<file path="src/rtl/hazard_controller_pkg.sv">
// Shared type packages for the pipeline controller slice.
package BasicTypes;
  typedef logic [4:0] RegAddr;
endpackage

package PipelineTypes;
  localparam int PEND_W = 2;

  typedef enum logic [1:0] {
    CTRL_RUN,
    CTRL_DRAIN,
    CTRL_HALTED
  } CtrlState;
endpackage

</file>
<file path="src/rtl/controller_if.sv">
// Controller signal bundle shared between the hazard controller and the front end.
interface ControllerIF;
  logic isDataHazard;
  logic fetchStall;
  logic flushFD;
  logic halted;

  modport controller (output isDataHazard, output fetchStall, output flushFD, output halted);
  modport decode (input isDataHazard, input flushFD);
  modport fetch (input fetchStall, input flushFD, input halted);
endinterface

</file>
<file path="src/rtl/hazard_controller_scoreboard.sv">
// Per-register pending-write counters with busy lookup, saturation and drain status.
module scoreboard
  import BasicTypes::*;
#(
  parameter int NUM_REGS = 32,
  parameter int PEND_W   = 2
) (
  input  logic   clk,
  input  logic   rst,
  input  logic   issueEn,
  input  RegAddr issueAddr,
  input  logic   retireEn,
  input  RegAddr retireAddr,
  input  RegAddr rs1Addr,
  input  RegAddr rs2Addr,
  input  RegAddr rdAddr,
  output logic   rs1Busy,
  output logic   rs2Busy,
  output logic   rdSat,
  output logic   allClearNext,
  output logic   scbErr
);

  localparam logic [PEND_W-1:0] PEND_MAX = '1;
  localparam logic [PEND_W-1:0] PEND_ONE = {{(PEND_W-1){1'b0}}, 1'b1};

  logic [PEND_W-1:0] pend     [NUM_REGS];
  logic [PEND_W-1:0] pendNext [NUM_REGS];
  logic              errNext;

  // Next counter values: issue counts up, retire counts down, both together cancel; x0 is pinned at zero.
  always_comb begin
    errNext      = scbErr;
    allClearNext = 1'b1;
    for (int r = 0; r < NUM_REGS; r++) begin
      pendNext[r] = pend[r];
      if (r == 0) begin
        pendNext[r] = '0;
      end else begin
        if (retireEn && (retireAddr == RegAddr'(r)) && (pend[r] == '0)) begin
          errNext = 1'b1;
        end
        if (issueEn && (issueAddr == RegAddr'(r))) begin
          if (!(retireEn && (retireAddr == RegAddr'(r))) && (pend[r] != PEND_MAX)) begin
            pendNext[r] = pend[r] + PEND_ONE;
          end
        end else if (retireEn && (retireAddr == RegAddr'(r)) && (pend[r] != '0)) begin
          pendNext[r] = pend[r] - PEND_ONE;
        end
      end
      if (pendNext[r] != '0) begin
        allClearNext = 1'b0;
      end
    end
  end

  // Lookups use the current counters only, so a retire this cycle does not bypass the stall.
  always_comb begin
    rs1Busy = (rs1Addr != '0) && (pend[rs1Addr] != '0);
    rs2Busy = (rs2Addr != '0) && (pend[rs2Addr] != '0);
    rdSat   = (rdAddr != '0) && (pend[rdAddr] == PEND_MAX);
  end

  // Counters and the sticky error flag advance on the falling edge alongside the pipeline registers.
  always_ff @(negedge clk or negedge rst) begin
    if (!rst) begin
      for (int r = 0; r < NUM_REGS; r++) begin
        pend[r] <= '0;
      end
      scbErr <= 1'b0;
    end else begin
      for (int r = 0; r < NUM_REGS; r++) begin
        pend[r] <= pendNext[r];
      end
      scbErr <= errNext;
    end
  end

endmodule

</file>
<file path="src/rtl/hazard_controller.sv">
// Pipeline sequencing controller: RAW stalls, branch flush and halt drain.
module hazard_controller
  import BasicTypes::*;
  import PipelineTypes::*;
#(
  parameter int NUM_REGS = 32,
  parameter int PEND_W   = PipelineTypes::PEND_W
) (
  input  logic   clk,
  input  logic   rst,
  input  logic   decValid,
  input  RegAddr rs1Addr,
  input  RegAddr rs2Addr,
  input  logic   rs1Used,
  input  logic   rs2Used,
  input  logic   decWEnable,
  input  RegAddr decRdAddr,
  input  logic   decIsHalt,
  input  logic   wbWEnable,
  input  RegAddr wbRdAddr,
  input  logic   brTaken,
  output logic   isDataHazard,
  output logic   fetchStall,
  output logic   flushFD,
  output logic   halted,
  output logic   scbErr
);

  CtrlState state, stateNext;

  logic run;
  logic raw;
  logic issue;
  logic issueEn;
  logic retireEn;
  logic rs1Busy, rs2Busy, rdSat;
  logic allClearNext;

  ControllerIF ctrlIf ();

  scoreboard #(
    .NUM_REGS (NUM_REGS),
    .PEND_W   (PEND_W)
  ) u_scoreboard (
    .clk          (clk),
    .rst          (rst),
    .issueEn      (issueEn),
    .issueAddr    (decRdAddr),
    .retireEn     (retireEn),
    .retireAddr   (wbRdAddr),
    .rs1Addr      (rs1Addr),
    .rs2Addr      (rs2Addr),
    .rdAddr       (decRdAddr),
    .rs1Busy      (rs1Busy),
    .rs2Busy      (rs2Busy),
    .rdSat        (rdSat),
    .allClearNext (allClearNext),
    .scbErr       (scbErr)
  );

  // Hazard, flush and issue decisions; outside RUN the Decode slot is treated as a bubble.
  always_comb begin
    run      = (state == CTRL_RUN);
    raw      = decValid && run &&
               ((rs1Used && rs1Busy) || (rs2Used && rs2Busy) || (decWEnable && rdSat));
    ctrlIf.flushFD      = brTaken && run;
    ctrlIf.isDataHazard = raw && !brTaken;
    ctrlIf.fetchStall   = ctrlIf.isDataHazard || !run;
    ctrlIf.halted       = (state == CTRL_HALTED);
    issue    = decValid && !ctrlIf.isDataHazard && !ctrlIf.flushFD && run;
    issueEn  = issue && decWEnable && (decRdAddr != '0);
    retireEn = wbWEnable && (wbRdAddr != '0);
  end

  // Halt issue starts the drain; drain completes once the post-retire scoreboard is empty.
  always_comb begin
    stateNext = state;
    case (state)
      CTRL_RUN:    if (issue && decIsHalt) stateNext = CTRL_DRAIN;
      CTRL_DRAIN:  if (allClearNext) stateNext = CTRL_HALTED;
      CTRL_HALTED: stateNext = CTRL_HALTED;
      default:     stateNext = CTRL_RUN;
    endcase
  end

  // Controller state register, falling edge like the rest of the pipeline.
  always_ff @(negedge clk or negedge rst) begin
    if (!rst) begin
      state <= CTRL_RUN;
    end else begin
      state <= stateNext;
    end
  end

  assign isDataHazard = ctrlIf.isDataHazard;
  assign fetchStall   = ctrlIf.fetchStall;
  assign flushFD      = ctrlIf.flushFD;
  assign halted       = ctrlIf.halted;

endmodule

</file>
<file path="config.mk">
export PLATFORM = sky130hd
export DESIGN_NAME = hazard_controller
export DESIGN_NICKNAME = d
export VERILOG_FILES = /design/src/rtl/hazard_controller_pkg.sv /design/src/rtl/controller_if.sv /design/src/rtl/hazard_controller_scoreboard.sv /design/src/rtl/hazard_controller.sv
export SDC_FILE = /design/constraint.sdc
export NUM_CORES = 1
export LEC_CHECK = 0
export ABC_CLOCK_PERIOD_IN_PS = 9600
export CAP_MARGIN = 30
export CELL_PAD_IN_SITES_DETAIL_PLACEMENT = 2
export CELL_PAD_IN_SITES_GLOBAL_PLACEMENT = 2
export CORE_UTILIZATION = 41
export DETAILED_ROUTE_END_ITERATION = 16
export PLACE_DENSITY_LB_ADDON = 0.1
export SYNTH_ARGS = -nofsm -noshare
export SYNTH_HDL_FRONTEND = slang
export SYNTH_SLANG_ARGS = --single-unit
</file>
<file path="constraint.sdc">
create_clock -name clk -period 9.6 [get_ports clk]
set_clock_uncertainty 0.2 [all_clocks]
set_input_delay 2.4 -clock clk [delete_from_list [all_inputs] [get_ports clk]]
set_output_delay 2.4 -clock clk [all_outputs]
set_load 0.02 [all_outputs]
</file>
==> impl_metrics.yaml, run 1 <==
run_status:
  status: "did not finish"
  stop_stage: "detailed placement (3_5_place_dp)"
  stop_error: "[ERROR DPL-0033] detailed placement checks failed during check placement."
synthesis:
  synthFlopType: "dfrtn_1"
  netlist_instances: 957
  yosys_register_bits: 65
  synth_cell_type_count: 83
  netlist_top_cells_area: "dfrtn_1, ha_1, nor2_1"
  yosysWarnings: 0
  ys_seq_area_share_pct: 21.7
  synthesis.area_um2: 7500
  synth_top_area_cell: "dfrtn_1"
  yosysMostFrequentCell: "nor2_1"
  synth_nets: 1052
  synth_top_area_share_pct: 21.7
  async_flop_share_pct: 100
  avgSynthCellArea_um2: 7.84
  synthTopCellsByCount: "nor2_1, inv_1, ha_1"
  synth_edf_count: 0
floorplanning:
  die-width_um: 137
  num_io_pins: 34
  die_h_um: 137
  rows: 49
  initial_core_util_pct: 41.8
place:
  dp_hpwl_um: 41800
  numPortBuffers: 33
  gp_congestion: 1.12
stage by stage:
step	setup TNS (ps)	worst slack [ps]
floorplan	-7450	-1420
global placement	-65990	-2650
cells by family after synthesis:
logic type                 Yosys count  synth area share [%]
xor gates and xnor gates            10                  1.17
muxes                               34                  6.69
AOI/OAI and AO/OA                  244                  24.1
DFF                                 65                  21.7
buffers and inverters              129                  7.09
and+or+nand+nor                    409                  28.3
adders and majority gates           66                  11.0
==> run 2, diff against run 1 <==
--- a/config.mk
+++ b/config.mk
@@ -7,11 +7,9 @@
 export LEC_CHECK = 0
 export ABC_CLOCK_PERIOD_IN_PS = 9600
 export CAP_MARGIN = 30
-export CELL_PAD_IN_SITES_DETAIL_PLACEMENT = 2
-export CELL_PAD_IN_SITES_GLOBAL_PLACEMENT = 2
-export CORE_UTILIZATION = 41
+export CORE_UTILIZATION = 35
 export DETAILED_ROUTE_END_ITERATION = 16
-export PLACE_DENSITY_LB_ADDON = 0.1
+export PLACE_DENSITY_LB_ADDON = 0.15
 export SYNTH_ARGS = -nofsm -noshare
 export SYNTH_HDL_FRONTEND = slang
 export SYNTH_SLANG_ARGS = --single-unit
==> run 2 against run 1 <==
Compared with the run above: the flow now finishes, with violations (negative setup slack); synthesized cell count did not move; synthesized area unchanged.
==> impl_metrics.yaml, run 2 <==
global_route:
  grt_first_pass_wirelength_um: 58400
  grt_antenna_before_repair: 1
  grt_max_degree: 37
  grt_use_total_pct: 36.1
  grt-ovfl-total: 0
  first_global_vias: 9630
critical_path:
  r2r_start: "state[1]"
  crit_type: "in -> reg"
  crit_arrival_ps: 6500
  r2r_cells: 13
  end_kind: "register"
  startpoint_type: "primary input"
  cp_max_fo: 6
  critPathLaunch: "decRdAddr[0]"
  rrSetupSlack_ps: 4850
  worstReg2RegEnd: "state[0]"
  worstPathRequired_ps: 4800
  cp-endpoint: "state[0]"
cells_and_area:
  final_common_cell: "buf_4"
  area_growth_pct: 81.7
  regMostFlops: "u_scoreboard.pend"
  final_nets: 1482
  fillCellCount: 1703
  mostFrequentLayoutCells: "buf_4, nor2_1, inv_1"
  final_util_pct: 64.8
  drive_gt1_share_pct: 50.6
  reg_top3: "u_scoreboard.pend x62, state x2, u_scoreboard.scbErr x1"
  largest_register_ffs: 62
run_status:
  violations: "negative setup slack"
  status: "complete, but fails checks"
floorplanning:
  die_h_um: 148
  die-width_um: 148
  fp.dieArea_um2: 22000
  num_io_pins: 34
  rows: 53
  initial_core_util_pct: 35.7
  core_um2: 21000
sta:
  finalHoldViolCount: 0
  finalSetupViolCount: 53
  tightest_slew_ps: 668
  relSlewSlack_pct: 55.2
  final.setup.worst_slack_ps: -1700
  grt_setup_unrepaired: "true"
  maxSlewViolCount: 0
  whs_ps: 286
synthesis:
  netlist_top_cells_area: "dfrtn_1, ha_1, nor2_1"
  synth_top_area_share_pct: 21.7
  synthFlopType: "dfrtn_1"
  yosysMostFrequentCell: "nor2_1"
  synth_edf_count: 0
  synth_cell_type_count: 83
  ys_seq_area_share_pct: 21.7
  netlist_instances: 957
  synthTopCellsByCount: "nor2_1, inv_1, ha_1"
  avgSynthCellArea_um2: 7.84
  synthesis.area_um2: 7500
  yosysWarnings: 0
  synth_top_area_cell: "dfrtn_1"
  yosys_register_bits: 65
  async_flop_share_pct: 100
  synth_nets: 1052
drt:
  top_layer: "met4"
  m1WireLength_um: 16200
  viasPerCell: 5.98
  drt-initial-drc-count: 921
  wl_um: 40100
  drc_errors: 0
  dr_wl_met2_um: 18200
  drt_pass1_iterations: 5
  ant_nets: 0
  dr_wl_met3_um: 3420
  vias: 9957
  wl_per_cell_um: 24.1
pwr:
  p_leak_nw: 5.86
  switching_share_pct: 45.5
  p_comb_share_pct: 70.3
  intPower_mw: 1.51
  pwr-share-clk_pct: 12.5
  ir_drop_mv: 0.110
  switchingPower_mw: 1.26
  power_density_nw_per_um2: 203
  seq_power_share_pct: 17.2
clock_network:
  cts_tree: "yes"
  path_clk_slew_ps: 50
  clock_latency_ps: 360
  root_buffer: "clkbuf_16"
  cts_sinks: 65
  cts_buffers: 9
  cts_max_level: 3
  clock_path_buffers: 2
place:
  numPortBuffers: 33
  dp_hpwl_um: 30000
  gp_congestion: 1.04
run:
  maxCapViolCount: 0
min_path:
  hold_class: "reg -> reg"
run 2: per-stage QoR:
step / cell area [um2] / std cells / setup slack [ps] / power, mW / TNS, ps
after floorplan: 7770 / 957 / -1420 / 1.17 / -7450
after global placement: 10900 / 1577 / -2510 / 1.92 / -67160
after detailed placement: 10900 / 1578 / -2560 / 1.93 / -67620
after CTS: 12900 / 1649 / -1630 / 2.59 / -16290
after global routing: 13600 / 1665 / -1790 / 2.88 / -22340
final: 13600 / 1666 / -1700 / 2.76 / -17820
run 2: cell type report:
type,count,area [um2],share of cell area [%]
multi-input combinational,763,6910,50.7
timing repair buffer,466,4150,30.4
sequential,65,1630,11.9
tap,275,344,2.52
inverter,82,312,2.29
clock buffer,11,243,1.78
clock inverter,3,42.5,0.312
antenna,1,2.50,0.0184
run 2: layer usage:
metal  vias to the layer above  global-route usage (%)
li1                       4481                       -
met1                      4830                    45.9
met2                       504                    56.5
met3                       142                    7.94
met4                         0                    20.1
met5                         -                       0
run 2: worst min path at each step:
stage	from	endpoint	slack, ps	cells after the start
floorplan	state[1]	state[1]	250	1
global placement	state[0]	state[0]	270	1
detailed placement	state[0]	state[0]	280	1
CTS	state[0]	state[0]	280	1
global route	state[0]	state[0]	300	1
finish	state[0]	state[0]	290	1
run 2: power by group through the flow:
stage,Combinational (mW),Sequential [mW],Clock [mW]
after floorplan,0.693,0.478,0
after global placement,1.46,0.459,0
after detailed placement,1.47,0.460,0
after CTS,1.78,0.467,0.350
after global routing,2.04,0.481,0.357
final,1.94,0.476,0.345
run 2: cell families (layout without fill, tap and decap cells):
logic type / Yosys count / after routing / synth area share, %
compound gates: 244 / 244 / 24.1
xor+xnor: 10 / 10 / 1.17
fa+ha+maj: 66 / 66 / 11.0
buf+inv: 129 / 562 / 7.09
flops: 65 / 65 / 21.7
mux: 34 / 34 / 6.69
other cells: 0 / 1 / 0
simple gates: 409 / 409 / 28.3
run 2: what timing repair did:
item	in CTS	in global routing
buffers inserted	57	32
gates resized for setup	302	120
pin swaps	64	56
endpoints found under the setup margin	67	63
cloned	5	1
hold buffers	0	0
run 2: worst max-delay path, cell delays in order:
cell	delay, ps
buf_12	110
buf_12	120
buf_16	130
mux2_4	300
a221oi_2	230
a211o_1	180
a211oi_4	90
or4_4	500
buf_12	170
buf_6	110
o31a_1	280
o211ai_1	270
o2111a_2	310
nand4_1	210
or4_4	480
o41ai_4	270
mux2_1	350
Power figures use the tool's default switching activity.
==> run 3, diff against run 2 <==
--- a/config.mk
+++ b/config.mk
@@ -5,11 +5,12 @@
 export SDC_FILE = /design/constraint.sdc
 export NUM_CORES = 1
 export LEC_CHECK = 0
-export ABC_CLOCK_PERIOD_IN_PS = 9600
+export ABC_CLOCK_PERIOD_IN_PS = 9200
 export CAP_MARGIN = 30
 export CORE_UTILIZATION = 35
 export DETAILED_ROUTE_END_ITERATION = 16
 export PLACE_DENSITY_LB_ADDON = 0.15
 export SYNTH_ARGS = -nofsm -noshare
 export SYNTH_HDL_FRONTEND = slang
+export SYNTH_HIERARCHICAL = 1
 export SYNTH_SLANG_ARGS = --single-unit
==> constraint.sdc (replaced) <==
create_clock -name clk -period 9.2 [get_ports clk]
set_clock_uncertainty 0.2 [all_clocks]
set_input_delay 2.76 -clock clk [delete_from_list [all_inputs] [get_ports clk]]
set_output_delay 2.76 -clock clk [all_outputs]
set_load 0.02 [all_outputs]
==> run 3 against run 2 <==
Compared with the run above: the run still ends with negative setup slack left; sequential power hardly changed; first-iteration DRC count up 7.2%; clock power up 7.8%; final area is 3.5% lower; combinational power decreased by 23%; total power decreased by 15%; critical endpoint is now state[1].
==> impl_metrics.yaml, run 3 <==
run_status:
  status: "complete, but fails checks"
  violations: "negative setup slack"
cells_and_area:
  area_growth_pct: 75.8
  final_util_pct: 62.6
  reg_top3: "u_scoreboard/pend x62, state x2, u_scoreboard/scbErr x1"
  largest_register_ffs: 62
  antennaDiodeCount: 0
  final_common_cell: "buf_4"
  final_nets: 1382
  mostFrequentLayoutCells: "buf_4, inv_1, ha_1, dfrtn_1, nor2_1"
  drive_gt1_share_pct: 49.8
  regMostFlops: "u_scoreboard/pend"
  instances_no_fill: 1567
synthesis:
  netlist_instances: 891
  avgSynthCellArea_um2: 8.40
  async_flop_share_pct: 100
  synth_cell_type_count: 89
  synthTopCellsByCount: "nor2_1, inv_1, ha_1"
  yosysWarnings: 6
  synth_nets: 986
  synth_top_area_share_pct: 21.7
  synthesis.area_um2: 7480
  yosysMostFrequentCell: "nor2_1"
  yosys_register_bits: 65
  synth_top_area_cell: "dfrtn_1"
  netlist_top_cells_area: "dfrtn_1, ha_1, a21oi_1"
  ys_seq_area_share_pct: 21.7
  synthFlopType: "dfrtn_1"
  synth_edf_count: 0
floorplanning:
  fp.dieArea_um2: 22000
  die-width_um: 148
  rows: 53
  core_um2: 21000
  num_io_pins: 34
  die_h_um: 148
  initial_core_util_pct: 35.6
clock_network:
  cts_max_level: 3
  hold_buffers: 0
  cts_tree: "yes"
  cts_buffers: 9
  clock_path_buffers: 2
  root_buffer: "clkbuf_16"
  clock_latency_ps: 360
  path_clk_slew_ps: 40
  cts_sinks: 65
place:
  dp_hpwl_um: 27000
  place_inst: 1482
  numPortBuffers: 33
  gp_congestion: 1.01
global_route:
  first_global_vias: 9247
  grt_antenna_before_repair: 0
  grt-ovfl-total: 0
  grt_use_total_pct: 33.5
  grt_max_degree: 32
  grt_first_pass_wirelength_um: 54800
pwr:
  switchingPower_mw: 1.03
  intPower_mw: 1.32
  p_leak_nw: 5.57
  seq_power_share_pct: 20.3
  switching_share_pct: 43.9
  ir_drop_mv: 0.105
  pwr-share-clk_pct: 15.8
  power_density_nw_per_um2: 178
  p_comb_share_pct: 63.9
drt:
  viasPerCell: 6.06
  wl_um: 37100
  drt_pass1_iterations: 7
  vias: 9500
  drt-initial-drc-count: 987
  drc_errors: 0
  wl_per_cell_um: 23.7
  ant_nets: 0
sta:
  tightest_slew_ps: 901
  finalHoldViolCount: 0
  grt_setup_unrepaired: "true"
  relSlewSlack_pct: 38.3
  maxSlewViolCount: 0
  tns_ps: -107420
  finalSetupViolCount: 67
  final.setup.worst_slack_ps: -3170
critical_path:
  startpoint_type: "primary input"
  cp_max_fo: 10
  rrSetupSlack_ps: 3570
  worstReg2RegEnd: "state[1]"
  crit_arrival_ps: 7750
  r2r_start: "u_scoreboard/pend[14]"
  r2r_cells: 18
  critPathLaunch: "decRdAddr[0]"
  end_kind: "register"
  cp-endpoint: "state[1]"
  crit_type: "in -> reg"
  worstPathRequired_ps: 4590
min_path:
  hold_class: "reg -> reg"
run:
  maxCapViolCount: 0
run 3: cell types whose count changed in the layout (fill, tap and decap cells not counted), sizes merged, moves of 13 or more:
cell     change
nand2       -39
nor2        -34
buf         -32
a21oi       +27
a31oi       -24
a2111oi     +16
o31ai       +16
o21a        +15
o21ai       +15
nand2b      -13
run 3: power by group through the flow:
stage	clock network [mW]	logic (mW)	registers (mW)
after floorplan	0	0.601	0.469
after global routing	0.388	1.59	0.483
final	0.372	1.50	0.476
after detailed placement	0	1.25	0.465
after CTS	0.372	1.38	0.469
after global placement	0	1.23	0.468
run 3: logic make-up after synthesis:
group | Yosys count | share of synthesized area [%]
compound gates | 305 | 29.3
xor+xnor | 14 | 1.64
fa+ha+maj | 66 | 11.0
buf+inv | 122 | 7.05
flops | 65 | 21.7
mux | 19 | 4.88
simple gates | 300 | 24.4
run 3: worst min path at each step:
stage / start / end / slack, ps / cells past startpoint
final: state[0] / state[0] / 370 / 2
after global routing: state[0] / state[0] / 440 / 2
after detailed placement: u_scoreboard/pend[20] / u_scoreboard/pend[20] / 410 / 3
after global placement: state[0] / state[0] / 410 / 2
after CTS: state[0] / state[0] / 400 / 2
after floorplan: u_scoreboard/pend[38] / u_scoreboard/pend[38] / 240 / 1
run 3: area by class of cell:
class,instances,area [um2]
Clock inverter,7,71.3
Fill cell,1743,7870
Clock buffer,9,225
Inverter,72,270
Timing Repair Buffer,435,3950
Multi-Input combinational cell,704,6670
Sequential cell,65,1630
Tap cell,275,344
run 3: metal layers:
| metal | wire, um | share of wire (%) | global-route usage, % |
|---|---|---|---|
| met2 | 17000 | 46 | 53.7 |
| met3 | 2830 | 7.6 | 5.46 |
| met5 | 0 | 0 | 0 |
| met1 | 15000 | 40 | 42.7 |
| met4 | 2400 | 6.5 | 19.2 |
run 3: critical path, stage by stage:
cell	delay (ps)
buf_6	130
bufbuf_16	280
o31ai_2	80
mux4_2	530
mux4_2	530
a222oi_1	350
o2111a_2	320
buf_12	140
buf_12	110
nand4b_4	100
or3_4	410
a21oi_2	160
o2bb2ai_2	80
or4_1	530
or4_4	500
nor4_4	250
nand2b_4	170
and4_1	190
o211ai_1	110
run 3: repair_timing:
item | in CTS | in global routing
resized for setup | 245 | 85
pin swaps | 72 | 48
setup buffers | 57 | 21
endpoints found under the setup margin | 69 | 68
gates cloned | 8 | 0
run 3: through the flow:
stage          hold slack (ps)  total power [mW]  cell area, um2  setup WS, ps
2_1_floorplan              242              1.07            7820         -3170
3_3_place_gp               408              1.70           10800         -3730
3_5_place_dp               405              1.71           10800         -3910
4_1_cts                    401              2.22           12700         -3040
5_1_grt                    444              2.46           13200         -3340
6_report                   367              2.35           13200         -3170
